$ cat config.mk
export PLATFORM = sky130hd
export DESIGN_NAME = alu_mc
export DESIGN_NICKNAME = d
export VERILOG_FILES = /design/src/rtl/alu_mc.sv
export SDC_FILE = /design/constraint.sdc
export NUM_CORES = 1
export LEC_CHECK = 0
export ABC_AREA = 1
export BUFFER_PORTS_ARGS = -buffer_cell sky130_fd_sc_hd__buf_4
export CORE_ASPECT_RATIO = 1.2
export CORE_MARGIN = 5
export CORE_UTILIZATION = 63
export DETAILED_ROUTE_END_ITERATION = 10
export PLACE_DENSITY = 0.9
export SYNTH_ARGS = -nofsm -noshare
export SYNTH_HDL_FRONTEND = slang
export SYNTH_SLANG_ARGS = --single-unit
$ cat constraint.sdc
create_clock -name clk -period 5.2 [get_ports clk]
set_clock_uncertainty 0.1 [all_clocks]
set_input_delay 0.26 -clock clk [delete_from_list [all_inputs] [get_ports clk]]
set_output_delay 0.26 -clock clk [all_outputs]
set_load 0.02 [all_outputs]
$ cat src/rtl/alu_mc.sv
// Multi-cycle ALU with valid/ready handshake, registered result and flags.
// Optional shift-add multiplier is built only when ALU_MUL_EN is defined.
module alu_mc #(
  parameter int WIDTH  = 16,
  parameter int CTRL_W = 4
) (
  input  logic              clk,
  input  logic              rst,
  input  logic              in_valid,
  output logic              in_ready,
  input  logic [WIDTH-1:0]  src1,
  input  logic [WIDTH-1:0]  src2,
  input  logic [CTRL_W-1:0] ALUcontrol,
  output logic              out_valid,
  input  logic              out_ready,
  output logic [WIDTH-1:0]  Result,
  output logic              Zero,
  output logic              Overflow,
  output logic              Illegal
);

  localparam logic [CTRL_W-1:0] OP_AND = CTRL_W'(4'b0000);
  localparam logic [CTRL_W-1:0] OP_OR  = CTRL_W'(4'b0001);
  localparam logic [CTRL_W-1:0] OP_ADD = CTRL_W'(4'b0010);
  localparam logic [CTRL_W-1:0] OP_SUB = CTRL_W'(4'b0110);
  localparam logic [CTRL_W-1:0] OP_SLT = CTRL_W'(4'b0111);
  localparam logic [CTRL_W-1:0] OP_NOR = CTRL_W'(4'b1100);

  logic             accept;
  logic [WIDTH-1:0] sum, diff, res1;
  logic             ov1, ill1, slt;

`ifdef ALU_MUL_EN
  localparam logic [CTRL_W-1:0] OP_MUL = CTRL_W'(4'b1000);
  localparam int CW = $clog2(WIDTH + 1);

  typedef enum logic [0:0] {IDLE, MUL} state_t;

  state_t             state;
  logic [CW-1:0]      count;
  logic [2*WIDTH-1:0] mcand, acc, acc_next;
  logic [WIDTH-1:0]   mplier;
  logic               is_mul;

  assign is_mul   = (ALUcontrol == OP_MUL);
  assign in_ready = (state == IDLE) && (!out_valid || out_ready);
  assign acc_next = mplier[0] ? (acc + mcand) : acc;
`else
  assign in_ready = !out_valid || out_ready;
`endif

  assign accept = in_valid && in_ready;

  always_comb begin
    sum  = src1 + src2;
    diff = src1 - src2;
    slt  = $signed(src1) < $signed(src2);
    res1 = '0;
    ov1  = 1'b0;
    ill1 = 1'b0;
    case (ALUcontrol)
      OP_AND: res1 = src1 & src2;
      OP_OR:  res1 = src1 | src2;
      OP_ADD: begin
        res1 = sum;
        ov1  = (src1[WIDTH-1] == src2[WIDTH-1]) && (sum[WIDTH-1] != src1[WIDTH-1]);
      end
      OP_SUB: begin
        res1 = diff;
        ov1  = (src1[WIDTH-1] != src2[WIDTH-1]) && (diff[WIDTH-1] != src1[WIDTH-1]);
      end
      OP_SLT: res1 = {{(WIDTH-1){1'b0}}, slt};
      OP_NOR: res1 = ~(src1 | src2);
`ifdef ALU_MUL_EN
      OP_MUL: res1 = '0;
`endif
      default: ill1 = 1'b1;
    endcase
  end

  always_ff @(posedge clk) begin
    if (rst) begin
      out_valid <= 1'b0;
      Result    <= '0;
      Zero      <= 1'b0;
      Overflow  <= 1'b0;
      Illegal   <= 1'b0;
`ifdef ALU_MUL_EN
      state     <= IDLE;
      count     <= '0;
      acc       <= '0;
      mcand     <= '0;
      mplier    <= '0;
`endif
    end else begin
`ifdef ALU_MUL_EN
      // In MUL, out_valid is already low: a MUL is only accepted into an empty or draining output.
      if (state == MUL) begin
        acc    <= acc_next;
        mcand  <= mcand << 1;
        mplier <= mplier >> 1;
        count  <= count - CW'(1);
        if (count == CW'(1)) begin
          Result    <= acc_next[WIDTH-1:0];
          Zero      <= (acc_next[WIDTH-1:0] == '0);
          Overflow  <= |acc_next[2*WIDTH-1:WIDTH];
          Illegal   <= 1'b0;
          out_valid <= 1'b1;
          state     <= IDLE;
        end
      end else if (accept && is_mul) begin
        acc       <= '0;
        mcand     <= {{WIDTH{1'b0}}, src1};
        mplier    <= src2;
        count     <= CW'(WIDTH);
        out_valid <= 1'b0;
        state     <= MUL;
      end else
`endif
      if (accept) begin
        Result    <= res1;
        Zero      <= (res1 == '0);
        Overflow  <= ov1;
        Illegal   <= ill1;
        out_valid <= 1'b1;
      end else if (out_ready) begin
        out_valid <= 1'b0;
      end
    end
  end

endmodule

==> flow_summary.json <==
{
  "vias_per_cell": 5.507,
  "grt_max_degree": 32,
  "synth-edff-count": 0,
  "setup_viol": 0,
  "clock_latency_ps": 260,
  "synthArstFlopShare_pct": 0,
  "chipWidth_um": 79.84,
  "gp_congestion": 0.9755,
  "dr.pass1.iters": 5,
  "start_kind": "primary input",
  "slowest_stage": "fa_1",
  "critical-path-max-stage-delay_ps": 380,
  "grt_util_met3_pct": 2.303,
  "area_delta_synth_final_pct": 14.52,
  "synthCells": 652,
  "multiInputGateArea_um2": 2725,
  "n_fill_cell": 523,
  "yosys_warnings": 0,
  "slew_viol_final": 0,
  "clk_pin_slew_worst_paths_ps": 70,
  "cts.sinks": 20,
  "dp_hpwl_um": 9178,
  "synth_seq_area_share_pct": 10.86,
  "numCtsBuffers": 3,
  "grt_first_pass_wirelength_um": 18200,
  "critical-path-top-delay-family": "simple AND/OR/NAND/NOR gates",
  "fmax_mhz": 419.4,
  "post_cts_resized": 0,
  "postSynthAreaPerCell_um2": 5.655,
  "use_met1_pct": 32.15,
  "crit_chain": "buf_4 > inv_1 > ha_1 > inv_1 > fa_1 > nand2_1 > nand2_1 > nand2_1 > nand2_1 > nand2_1 > nor2_1 > nor2_1 > nand3_1 > nor2_1 > nand3_2 > nor2_2 > nand3_2 > a21oi_2",
  "ant_nets": 0,
  "syn_area_um2": 3687,
  "critical_path_buf_inv_count": 3,
  "worstMarginPinSlew_ps": 795.8,
  "core-area_um2": 5668,
  "post-route-util_pct": 74.50,
  "critical_path_class": "primary input to flip-flop",
  "crit_required_ps": 5300,
  "grt_most_used_layer": "met2",
  "gr-usage-met2_pct": 56.48,
  "min_period_ps": 2384,
  "final_common_cell": "nand2_1",
  "worstPathArrival_ps": 2480,
  "synthFlopType": "dfxtp_1",
  "vdd_drop_max_v": 0.0001729,
  "finalInstanceArea_um2": 4223,
  "num_rows": 30,
  "status": "finished clean",
  "nets": 795,
  "cts-root-buf": "clkbuf_8",
  "postCtsHoldBufs": 0,
  "fin_setup_tns_ps": 0,
  "relSlewSlack_pct": 46.89,
  "syn_nets": 745,
  "fin_cells": 781,
  "io_pins": 61,
  "die_y_um": 93.81,
  "powerDensity_nw_per_um2": 155.1,
  "synth_xor_xnor_area_share_pct": 0.2375,
  "cp_max_fo": 4,
  "fin_crit_sh_pct": 45.85,
  "maxCapViolCount": 0,
  "synthMuxAreaShare_pct": 0.2715,
  "synth_top_cell_by_area": "ha_1",
  "insertedDiodeCount": 0,
  "dr.first_iter.drc_count": 281,
  "place_area_um2": 4168,
  "cts_htree_levels": 1,
  "rsz0062_at_grt": "false",
  "overflow": 0,
  "antenna_found_initial": 0,
  "dr_total_vias": 4301,
  "synth_top_family_by_area": "simple AND/OR/NAND/NOR gates",
  "synth-compound-area-share_pct": 11.74,
  "clockBufferDepth": 2,
  "placed_cells": 777,
  "ys_seq_elements": 20,
  "hold_violations": 0,
  "synth_cell_types": 37,
  "fp.dieArea_um2": 7489,
  "drc": 0,
  "initial_core_util_pct": 65.06,
  "grt_use_total_pct": 29.97,
  "synth_area_leaders": "ha_1, nand2_1, inv_1, dfxtp_1, nand3_1",
  "cpMostUsedCell": "nand2_1",
  "p_leak_nw": 2.547,
  "grt_pass1_vias": 4152,
  "layout.area.seq_um2": 400.4,
  "wl_um": 11110,
  "synth-adder-area-share_pct": 18.39,
  "tritoncts": "done",
  "cts_setup_buffers": 0,
  "cp-end-kind": "flip-flop",
  "yosys.area_share.simple_pct": 43.16,
  "worst_hold_path_type": "primary input to flip-flop",
  "most-common-layout-cells": "nand2_1, inv_1, nor2_1",
  "post_drt_wl_per_cell_um": 14.22,
  "drive_gt1_share_pct": 15.98,
  "synth_top_area_share_pct": 17.31,
  "numPortBuffers": 60
}
## final cells by class
| cell class | instances | share of cell area, % |
|---|---|---|
| multi-input cells | 487 | 64.53 |
| inverters | 129 | 11.47 |
| repair buffers | 61 | 10.84 |
| flip-flops and latches | 20 | 9.481 |
| well taps | 80 | 2.370 |
| clock buffers | 4 | 1.304 |
## registers in the layout, summed over array words and instances (netlist names)
name	flops
out_valid	1
Zero	1
Result	16
Overflow	1
Illegal	1
## power breakdown
group / internal [mW] / leakage, nW / total (mW) / switching (mW)
clock network: 0.0674 / 0.0288 / 0.118 / 0.0502
registers: 0.165 / 0.165 / 0.171 / 0.00610
logic: 0.129 / 2.35 / 0.367 / 0.238
## stage by stage
step | worst slack [ps] | hold slack, ps | power [mW]
3_3_place_gp | 2620 | 379.9 | 0.5234
4_1_cts | 2835 | 115.5 | 0.6519
6_report | 2816 | 125.0 | 0.6550
2_1_floorplan | 3141 | 314.8 | 0.4216
5_1_grt | 2678 | 127.3 | 0.7071
3_5_place_dp | 2573 | 381.7 | 0.5334
## Yosys cell counts (2+ instances only)
master	n
o21bai_1	4
nand3_2	3
dfxtp_1	20
ha_1	51
o211ai_1	5
a211oi_1	2
nand2_2	13
o22ai_1	2
a221oi_1	7
nor2_2	8
fa_1	2
nor2_1	86
inv_2	14
o21ai_0	17
nand4_1	9
a21oi_1	24
clkbuf_1	5
nand3b_1	4
buf_4	3
a31oi_1	2
and2_1	2
inv_1	111
buf_2	8
nand2_1	167
a21oi_2	3
nand3_1	65
nor2_4	2
clkinv_1	4
## worst reg2reg max path, delay by kind of cell, from the launching register on
| family | cells | cell delay, ps |
|---|---|---|
| compound gates | 2 | 240 |
| simple gates | 9 | 940 |
| buf+inv | 1 | 300 |
| flops | 1 | 340 |
## kinds of logic after synthesis
logic type | Yosys count
DFF | 20
adders and majority gates | 53
and+or+nand+nor | 363
AOI/OAI and AO/OA | 69
buffers and inverters | 145
xor gates and xnor gates | 1
muxes | 1
## path summary, 6_finish.rpt
kind | slack (ps) | endpoint | startpoint | cells past startpoint
setup / recovery | 2820 | Zero$_SDFFE_PP0P_ | src1[0] | 18
hold / removal | 130 | Zero$_SDFFE_PP0P_ | rst | 2
setup reg to reg | 3230 | Zero$_SDFFE_PP0P_ | out_valid$_SDFFE_PP0P_ | 12
hold reg to reg | 400 | Zero$_SDFFE_PP0P_ | Zero$_SDFFE_PP0P_ | 2
## per-layer routing
metal	vias to the layer above	wire, µm	share of wire [%]
met1	1941	4236	38
li1	2131	-	-
met4	0	621	5.6
met2	186	5741	52
met5	-	0	0
met3	43	509	4.6
Note: power is estimated with default switching activity, not from simulation.
